==> src/rtl/exec_sequencer_pkg.sv <==
// Shared opcode, unit and state definitions for the exec sequencer.
// Imported by the sequencer top and its watchdog.
package exec_sequencer_pkg;

  localparam int TIMEOUT_DEF = 32;
  localparam int NUNITS_DEF  = 4;

  localparam logic [3:0] OP_ALU_RR  = 4'b0000;
  localparam logic [3:0] OP_ALU_IMM = 4'b0001;
  localparam logic [3:0] OP_MOVE    = 4'b0010;
  localparam logic [3:0] OP_PORT    = 4'b0011;

  localparam logic [1:0] U_ALU_RR  = 2'd0;
  localparam logic [1:0] U_ALU_IMM = 2'd1;
  localparam logic [1:0] U_MOVE    = 2'd2;
  localparam logic [1:0] U_PORT    = 2'd3;

  typedef enum logic [2:0] {
    S_IDLE   = 3'd0,
    S_DECODE = 3'd1,
    S_ISSUE  = 3'd2,
    S_WAIT   = 3'd3,
    S_RETIRE = 3'd4,
    S_ERR    = 3'd5
  } state_t;

  typedef struct packed {
    logic [3:0] opcode;
    logic [5:0] p1;
    logic [5:0] p2;
  } instr_t;

endpackage

==> src/rtl/exec_sequencer_watchdog.sv <==
// Watchdog for the WAIT state: 8-bit counter with clear/enable
// and a terminal-count flag at TIMEOUT-1.
import exec_sequencer_pkg::*;

module seq_watchdog #(
  parameter int TIMEOUT = TIMEOUT_DEF
) (
  input  logic clk,
  input  logic rst,
  input  logic clr,
  input  logic en,
  output logic tc
);

  localparam logic [7:0] LAST = 8'(TIMEOUT - 1);

  logic [7:0] count;

  always_ff @(posedge clk or negedge rst) begin
    if (!rst) begin
      count <= '0;
    end else if (clr) begin
      count <= '0;
    end else if (en) begin
      count <= count + 8'd1;
    end
  end

  assign tc = (count == LAST);

endmodule

==> src/rtl/exec_sequencer.sv <==
// Instruction sequencer: decodes one instruction at a time, hands it
// to one of four execution units and supervises it with a watchdog.
import exec_sequencer_pkg::*;

module exec_sequencer #(
  parameter int TIMEOUT = TIMEOUT_DEF,
  parameter int NUNITS  = NUNITS_DEF
) (
  input  logic              clk,
  input  logic              rst,
  input  logic              instr_valid,
  input  logic [15:0]       instr,
  output logic              instr_ready,
  output logic [NUNITS-1:0] unit_start,
  output logic [NUNITS-1:0] unit_abort,
  input  logic [NUNITS-1:0] unit_done,
  output logic [NUNITS-1:0] bus_grant,
  output logic [5:0]        parameter1,
  output logic [5:0]        parameter2,
  output logic              busy,
  output logic              retire,
  output logic              err,
  input  logic              err_clr,
  output logic [7:0]        retired_cnt
);

  state_t            state, state_nxt;
  instr_t            ir;
  logic [1:0]        unit;
  logic [1:0]        dec_unit;
  logic              dec_legal;
  logic [NUNITS-1:0] sel;
  logic [NUNITS-1:0] abort_q;
  logic [7:0]        rcnt;
  logic              accept;
  logic              done_sel;
  logic              drive;
  logic              wd_clr;
  logic              wd_en;
  logic              wd_tc;

  seq_watchdog #(
    .TIMEOUT (TIMEOUT)
  ) u_wd (
    .clk (clk),
    .rst (rst),
    .clr (wd_clr),
    .en  (wd_en),
    .tc  (wd_tc)
  );

  assign sel      = NUNITS'(1) << unit;
  assign done_sel = |(unit_done & sel);
  assign accept   = instr_valid & instr_ready;
  assign drive    = (state == S_ISSUE) |
                    (state == S_WAIT);

  always_comb begin
    dec_unit  = U_ALU_RR;
    dec_legal = 1'b1;
    unique case (1'b1)
      ir.opcode == OP_ALU_RR:  dec_unit = U_ALU_RR;
      ir.opcode == OP_ALU_IMM: dec_unit = U_ALU_IMM;
      ir.opcode == OP_MOVE:    dec_unit = U_MOVE;
      ir.opcode == OP_PORT:    dec_unit = U_PORT;
      default:                 dec_legal = 1'b0;
    endcase
  end

  always_comb begin
    state_nxt = state;
    wd_clr    = 1'b0;
    wd_en     = 1'b0;
    unique case (state)
      S_IDLE: begin
        if (accept) state_nxt = S_DECODE;
      end
      S_DECODE: begin
        state_nxt = dec_legal ? S_ISSUE : S_ERR;
      end
      S_ISSUE: begin
        wd_clr    = 1'b1;
        state_nxt = S_WAIT;
      end
      S_WAIT: begin
        // done beats a same-cycle timeout
        if (done_sel) begin
          state_nxt = S_RETIRE;
        end else if (wd_tc) begin
          state_nxt = S_ERR;
        end else begin
          wd_en = 1'b1;
        end
      end
      S_RETIRE: begin
        state_nxt = S_IDLE;
      end
      S_ERR: begin
        if (err_clr) state_nxt = S_IDLE;
      end
      default: begin
        state_nxt = S_IDLE;
      end
    endcase
  end

  always_ff @(posedge clk or negedge rst) begin
    if (!rst) begin
      state   <= S_IDLE;
      ir      <= '0;
      unit    <= U_ALU_RR;
      abort_q <= '0;
      rcnt    <= '0;
    end else begin
      state <= state_nxt;
      if (state == S_IDLE && accept) begin
        ir <= instr;
      end
      if (state == S_DECODE) begin
        unit <= dec_unit;
      end
      // abort is seen by the unit in the first ERR cycle
      if (state == S_WAIT && !done_sel && wd_tc) begin
        abort_q <= sel;
      end else begin
        abort_q <= '0;
      end
      if (state == S_RETIRE) begin
        rcnt <= rcnt + 8'd1;
      end
    end
  end

  assign err         = (state == S_ERR);
  assign instr_ready = (state == S_IDLE) & ~err;
  assign busy        = (state != S_IDLE);
  assign retire      = (state == S_RETIRE);
  assign unit_start  = drive ? sel : '0;
  assign bus_grant   = drive ? sel : '0;
  assign unit_abort  = abort_q;
  assign parameter1  = ir.p1;
  assign parameter2  = ir.p2;
  assign retired_cnt = rcnt;

endmodule

==> config.mk <==
export PLATFORM = sky130hd
export DESIGN_NAME = exec_sequencer
export DESIGN_NICKNAME = d
export VERILOG_FILES = /design/src/rtl/exec_sequencer_pkg.sv /design/src/rtl/exec_sequencer_watchdog.sv /design/src/rtl/exec_sequencer.sv
export SDC_FILE = /design/constraint.sdc
export NUM_CORES = 1
export LEC_CHECK = 0
export BUFFER_PORTS_ARGS = -buffer_cell sky130_fd_sc_hd__buf_2
export CORE_MARGIN = 2
export CORE_UTILIZATION = 57
export CTS_BUF_LIST = sky130_fd_sc_hd__clkbuf_4
export CTS_CLUSTER_DIAMETER = 200
export DETAILED_ROUTE_END_ITERATION = 10
export HOLD_SLACK_MARGIN = 0.12
export PLACE_DENSITY = 0.87
export SETUP_SLACK_MARGIN = 0.05
export SYNTH_ARGS = -nofsm -noshare
export SYNTH_HDL_FRONTEND = slang
export SYNTH_SLANG_ARGS = --single-unit
==> constraint.sdc <==
create_clock -name clk -period 3.7 [get_ports clk]
set_input_delay 0.74 -clock clk [delete_from_list [all_inputs] [get_ports clk]]
set_output_delay 0.74 -clock clk [all_outputs]
set_load 0.005 [all_outputs]
==> out/metrics.cfg, run 1 <==
[worst_setup_path]
r2r-start=unit[1]
cp-start-kind=register
crit_arrival_ns=1.87
cp.required_ns=2.96
worstPathMaxFanout=9
cp_num_buf_inv=1
path_cells=nor3b_1 > buf_2
startpoint=state[1]
cp_top_family=simple AND/OR/NAND/NOR gates
crit_path_top_delay_cell=nor3b_1
worstSetupPathType=reg2out
slowest_delay_ns=0.78
critPathCaptureType=output pin

[sta]
hold_viol=0
min_period_ns=2.614
finalClockSkew_ns=0.006062
max_freq_mhz=382.6
fin_crit_sh=0.7064
drv_slew=0
setup_tns_ns=0
rsz0062_at_grt=false
finalSetupViolations=0
relSlewSlack=0.3946
worstMarginPinSlew_ns=0.9061

[place]
routabilityCongestion=0.8308
port_buffers=59
place_hpwl_um=2578

[clocking]
cts_setup_buffers=0
cts_tree=yes
cts.sinks=41
hold_buffers=0
cts_max_path_buffers=2
clk_pin_slew_worst_paths_ns=0.12
root_buffer=clkbuf_4
ctsResizeCount=0
cts_max_level=2
cts_buffers=5
clk_latency_ns=0.35

[grt]
grt-ovfl-total=0
antenna_found_initial=0
grt_use_total=0.1893
grt_start_max_net_pins=42
grt_first_pass_wirelength_um=5982
grt_pass1_vias=1423

[synth]
yosysTopAreaCell=dfrtp_1
synthTopCellsByArea=dfrtp_1 (51%), mux2_2 (9.5%), buf_4 (6.0%)
syn_area_per_cell_um2=11.19
synth_top_family_by_area=simple AND/OR/NAND/NOR gates
synth_edf_count=0
synth-simple-area-share=0.1609
yosysTopAreaCellShare=0.5093
synth_xor_area_frac=0.03043
postSynthCellCount=180
syn_nets=206
synth.area.mux_share=0.1124
synth_compound_area_frac=0.08385
netlist_area_mm2=0.002014
synth_flop_cell=dfrtp_1
ys_ff_latch=41
synth_commonest_cells=dfrtp_1 (41), mux2_2 (17), buf_4 (16)
synth_warnings=0
async_flop_share=1.000
synth.distinct_cells=38
ys_seq_area_frac=0.5093
synthAdderAreaFrac=0.01242
synth_most_common_cell=dfrtp_1

[layout]
area_delta_synth_final_pct=12.11
fill_cells=280
drive_above_1_share=0.4018
nNetsFinal=249
n_antenna_cell=0
area.sequential_mm2=0.001026
multiInputGateArea_um2=805.8

[power]
p_per_area_mw_per_mm2=664.2
leakage_nw=1.102
total_power_mw=1.500
clkPwrFrac=0.146
ir_drop_mv=0.4092
combPwrFrac=0.349
p_sw_mw=0.5263
switching_share=0.3508
pwr-share-seq=0.506
internal-power_mw=0.9738

[routing]
routed_wl_um=3499
ant_nets=0
dr.first_iter.drc_count=82
drtPass1Iterations=4
vias=1421
viasPerCell=5.263
drc=0
wl_per_cell_um=12.96

[floorplan]
row_count=21
start_util=0.5990
core_mm2=0.003363
die_area_mm2=0.004026
fp.dieW_um=63.45
fp.dieH_um=63.45
pin_count=60

[hold_path]
hold_start=retired_cnt[7]
hp-class=reg2reg

[outcome]
status=finished, final reports clean

[job]
maxCapViolCount=0

per-layer routing:
layer,wire (um),global-route usage,share of wire
met5,0,0,0
met4,56,0.08967,0.016
met3,228,0.05179,0.065
met2,1647,0.3092,0.47
met1,1567,0.2324,0.45
final cells by class:
| type | count | area share |
|---|---|---|
| sequential | 41 | 0.4543 |
| clock inverter | 3 | 0.007756 |
| clock buffer | 5 | 0.01662 |
| multi-input combinational | 111 | 0.3568 |
| inverter | 5 | 0.008310 |
| tap | 46 | 0.02548 |
| timing repair buffer | 59 | 0.1307 |
worst paths after layout:
check                                       to  slack, ns  cells after the start
worst min register to register  retired_cnt[7]       0.48                      1
worst max register to register   u_wd.count[6]       1.56                      4
max in group asynchronous        parameter2[4]       2.66                      1
worst max-delay path                    retire       1.09                      2
worst min-delay path            retired_cnt[7]       0.48                      1
min in group asynchronous        u_wd.count[5]       0.49                      1
per-stage QoR:
step,utilization,setup slack (ns),hold slack [ns],instances,instance area [um^2]
after detailed placement,0.6551,1.303,0.4636,262,2203
after CTS,0.6715,1.120,0.4843,270,2258
after global routing,0.6715,0.9470,0.4951,270,2258
after floorplan,-,1.469,0.4444,180,2014
after global placement,0.6551,1.324,0.4618,262,2203
final,0.6715,1.086,0.4837,270,2258
power by group through the flow:
stage	sequential [mW]	combinational (mW)	clock [mW]
floorplan	0.716	0.477	0
global placement	0.761	0.508	0
detailed placement	0.769	0.530	0
CTS	0.759	0.532	0.227
global route	0.790	0.591	0.241
finish	0.758	0.523	0.218
placed cells by master (no fill, tap or decap), types with 4 or more instances in the layout:
master / netlist / final
or2_2: 4 / 4
xnor2_1: 4 / 4
nand3_1: 7 / 7
nor2_1: 12 / 12
clkbuf_4: 0 / 5
buf_2: 2 / 59
inv_1: 5 / 5
mux2_2: 17 / 17
dfrtp_1: 41 / 41
nand2b_1: 6 / 6
nand2_1: 10 / 10
nor3_1: 4 / 4
o31ai_1: 5 / 5
o21ai_0: 6 / 6
cells by family after synthesis:
family / count (synthesis)
compound gates: 23
xor+xnor: 7
fa+ha+maj: 2
buf+inv: 28
flops: 41
mux: 20
simple gates: 59
state kept, by name, summed over array words and instances (netlist names):
name / flops
parameter1: 6
state: 3
unit: 2
parameter2: 6
unit_abort: 4
retired_cnt: 8
u_wd.count: 8
ir: 4
Power figures use the tool's default switching activity.
==> run 2, diff against run 1 <==
Settings changed: CORE_UTILIZATION 57 to 53, PLACE_DENSITY 0.87 to 0.82.
Clock period 3.7 ns to 2.55 ns, I/O delays scaled along.
==> run 2 against run 1 <==
Sequential power rose by 45%. Critical endpoint is now u_wd.count[7]. Design area rose by 3.2%. Highest routed layer unchanged. Core utilization fell by 3.5 points.
==> out/metrics.cfg, run 2 (synthesized netlist as in run 1, its figures left out) <==
[grt]
grt-ovfl-total=0
grt_pass1_vias=1432
grt_use_total=0.1885
antenna_found_initial=0
grt_first_pass_wirelength_um=6223
grt_start_max_net_pins=42

[power]
clkPwrFrac=0.217
p_sw_mw=0.7762
switching_share=0.3233
internal-power_mw=1.624
leakage_nw=1.140
total_power_mw=2.401
ir_drop_mv=0.5679
combPwrFrac=0.323
p_per_area_mw_per_mm2=1030
pwr-share-seq=0.460

[sta]
setup_tns_ns=0
fin_crit_sh=0.8730
finalClockSkew_ns=0.01010
rsz0062_at_grt=false
max_freq_mhz=449.2
relSlewSlack=0.4146
worstMarginPinSlew_ns=0.8781
hold_viol=0
finalSetupViolations=0
min_period_ns=2.226
drv_slew=0

[layout]
area.sequential_mm2=0.001026
fill_cells=303
final_common_cell=buf_2
area_delta_synth_final_pct=15.71
nNetsFinal=252
final_cell_mix=buf_2 (59), dfrtp_1 (41), mux2_2 (17)
n_antenna_cell=0
drive_above_1_share=0.4141
multiInputGateArea_um2=805.8

[clocking]
cts_max_path_buffers=2
cts_setup_buffers=0
cts_tree=yes
ctsResizeCount=0
cts_max_level=2
clk_latency_ns=0.35
cts_buffers=5
hold_buffers=0
clk_pin_slew_worst_paths_ns=0.13
cts.sinks=41
root_buffer=clkbuf_4

[routing]
drc=0
wl_per_cell_um=13.47
drtPass1Iterations=4
vias=1460
dr.first_iter.drc_count=89
routed_wl_um=3704
viasPerCell=5.309
ant_nets=0

[floorplan]
fp.dieH_um=65.65
fp.dieW_um=65.65
row_count=22
pin_count=60
start_util=0.5502
die_area_mm2=0.004310
core_mm2=0.003661

[worst_setup_path]
critPathCaptureType=register
worstSetupPathType=reg2reg
crit_arrival_ns=2.50
cp.required_ns=2.82
cp-start-kind=register
worstPathMaxFanout=11

[outcome]
status=finished, final reports clean

[place]
place_hpwl_um=2665
port_buffers=59
routabilityCongestion=0.8570

[hold_path]
hp-class=in2async

[job]
maxCapViolCount=0

==> run 2: cell types whose count changed in the layout (fill, tap and decap cells not counted) <==
| cell | change |
|---|---|
| buf_4 | +3 |
| clkinv_4 | -1 |
| bufinv_16 | +2 |
| clkinv_1 | -1 |
==> run 2: final timing paths <==
| kind | slack (ns) | start | cells past startpoint | end |
|---|---|---|---|---|
| min | 0.26 | rst | 1 | u_wd.count[4] |
| max | 0.32 | unit[1] | 4 | u_wd.count[7] |
| max reg2reg | 0.32 | unit[1] | 4 | u_wd.count[7] |
| min in group clk | 0.38 | instr[9] | 2 | parameter1[3] |
| min reg2reg | 0.47 | retired_cnt[7] | 1 | retired_cnt[7] |
| max in group asynchronous | 1.74 | rst | 1 | ir[15] |
==> run 2: routing by layer <==
layer	wire length [um]	GRT usage	up-vias	share of wire
li1	-	-	711	-
met1	1624	0.2319	701	0.44
met2	1839	0.3119	46	0.50
met3	232	0.06678	2	0.063
met4	8	0.05469	0	0.0022
met5	0	0	-	0
==> run 2: layout make-up <==
type | count | share of cell area
clock inverter | 3 | 0.02791
multi-input combinational | 111 | 0.3457
timing repair buffer | 62 | 0.1363
clock buffer | 5 | 0.01610
tap | 48 | 0.02576
inverter | 5 | 0.008052
sequential | 41 | 0.4401
==> run 2: worst max-delay path, cell delays in order, from the launching register on <==
cell and delay, ns:
dfrtp_1 0.51, mux2_4 0.34, a2111o_1 0.57, nor4b_1 0.48
mux2i_1 0.25
==> run 2: stage by stage <==
step	hold slack [ns]	setup slack (ns)	cell area, um^2	instances	utilization
after floorplan	0.2144	0.5477	2014	180	-
after global placement	0.4622	0.3972	2228	267	0.6087
after detailed placement	0.4620	0.2854	2228	267	0.6087
after CTS	0.2864	0.3401	2331	275	0.6367
after global routing	0.3142	0.2133	2331	275	0.6367
final	0.2631	0.3238	2331	275	0.6367
==> run 2: power by group through the flow <==
stage | clock network (mW) | registers (mW) | logic, mW
3_3_place_gp | 0 | 1.11 | 0.761
6_report | 0.521 | 1.10 | 0.775
2_1_floorplan | 0 | 1.04 | 0.693
3_5_place_dp | 0 | 1.12 | 0.785
4_1_cts | 0.531 | 1.11 | 0.787
5_1_grt | 0.559 | 1.14 | 0.872
==> run 3, diff against run 2 <==
Settings changed: CORE_UTILIZATION 53 to 48, PLACE_DENSITY 0.82 to 0.78.
Clock period 2.55 ns to 2 ns, I/O delays scaled along.
==> run 3 against run 2 <==
Combinational power is 34% higher. Non-clock buffer count grew 7. Routed wire length grew 1.7%. Core utilization is 3.9 points lower. Flip-flop and latch count stayed put.
==> out/metrics.cfg, run 3 (synthesized netlist as in run 1, its figures left out) <==
[sta]
setup_tns_ns=0
relSlewSlack=0.6509
rsz0062_at_grt=true
finalWorstSetupSlack_ns=0.06167
worstMarginPinSlew_ns=0.5237
finalSetupViolations=0
min_period_ns=1.938
hold_viol=0
finalClockSkew_ns=0.004559
fin_crit_sh=0.9692
whs_ns=0.2705
max_freq_mhz=515.9
drv_slew=0

[layout]
final_area_mm2=0.002409
area_delta_synth_final_pct=19.57
final_cells=284
utilization=0.5978
final_cell_mix=buf_2 (59), dfrtp_1 (40), mux2_2 (17)
nNetsFinal=259
drive_above_1_share=0.4487
n_antenna_cell=0
final_common_cell=buf_2

[grt]
grt_use_total=0.1753
use_met2=0.2861
grt-ovfl-total=0
grt_first_pass_wirelength_um=6058
grt_start_max_net_pins=42
use_met3=0.04383
grtUsageMet1=0.2155
grt_pass1_vias=1374
top_usage_layer=met2
antenna_found_initial=0

[clocking]
cts_tree=yes
cts.sinks=41
cts_max_path_buffers=2
clk_pin_slew_worst_paths_ns=0.13
cts_max_level=2
clk_latency_ns=0.35
root_buffer=clkbuf_4
cts_buffers=5

[worst_setup_path]
critPathCaptureType=register
path_cells=mux2_4 > a2111o_1 > or4_1 > a21oi_1
cp.depth=4
worstSetupPathType=reg2reg
crit_arrival_ns=2.22
cp-start-kind=register
crit_path_top_delay_cell=or4_1
slowest_delay_ns=0.51
cp.required_ns=2.28
ff2ff_path_depth=4
cp_num_buf_inv=0
worstPathMaxFanout=7
cp_top_family=compound AO/OA/AOI/OAI gates

[floorplan]
core_mm2=0.004029
row_count=23
fp.dieH_um=68.78
pin_count=60
start_util=0.5000
fp.dieW_um=68.78
die_area_mm2=0.004731

[routing]
wl_per_cell_um=13.27
viasPerCell=5.275
routed_wl_um=3768
vias=1498
drc=0
ant_nets=0
drtPass1Iterations=4
dr.first_iter.drc_count=101

[power]
p_per_area_mw_per_mm2=1290
leakage_nw=1.176
total_power_mw=3.108
ir_drop_mv=0.7755

[place]
port_buffers=59
routabilityCongestion=0.7901
place_area_mm2=0.002268
dp_slack_ns=0.01849
dpl.cell_count=274
place_hpwl_um=2728

[hold_path]
hold_depth=2
hp-class=in2reg

[job]
maxCapViolCount=0

[outcome]
status=finished, final reports clean

run 3: changes by cell type in the layout (fill, tap and decap cells not counted), sizes merged:
cell	previous run	this run
dlygate4sd3	0	1
buf	62	68
run 3: per-layer routing:
metal | vias to the layer above | wire, um
li1 | 720 | -
met1 | 727 | 1694
met2 | 45 | 1812
met3 | 6 | 200
met4 | 0 | 60
met5 | - | 0
run 3: repair_timing:
item / CTS / global route
hold buffers: 1 / 0
gates resized for setup: 0 / 6
buffers inserted: 0 / 1
endpoints found under the hold margin: 41 / 0
endpoints found under the setup margin: 0 / 8
run 3: layout make-up:
cell class | count | area, um^2
clock buffer | 5 | 37.54
inverter | 5 | 18.77
tap | 50 | 62.56
multi-input combinational | 111 | 824.5
fill | 370 | 1620
clock inverter | 3 | 65.06
sequential | 41 | 1027
timing repair buffer | 69 | 372.9
run 3: power by group:
part	internal, mW	switching (mW)	leakage [nW]
Sequential	1.14	0.262	0.520
Clock	0.387	0.280	0.0552
Combinational	0.587	0.457	0.600
Total	2.11	0.999	1.18
run 3: worst register-to-register path, cell delays in order, from the launching register on:
cell and delay [ns]:
dfrtp_1 0.44, mux2_4 0.32, a2111o_1 0.47, or4_1 0.51, a21oi_1 0.13
run 3: path summary, 6_finish.rpt:
path	from	endpoint	slack, ns
max	unit[1]	u_wd.count[6]	0.06
min	instr[1]	parameter2[1]	0.27
max reg2reg	unit[1]	u_wd.count[6]	0.06
min reg2reg	retired_cnt[7]	retired_cnt[7]	0.47
max in group asynchronous	rst	state[2]	0.99
min in group asynchronous	rst	u_wd.count[7]	0.63
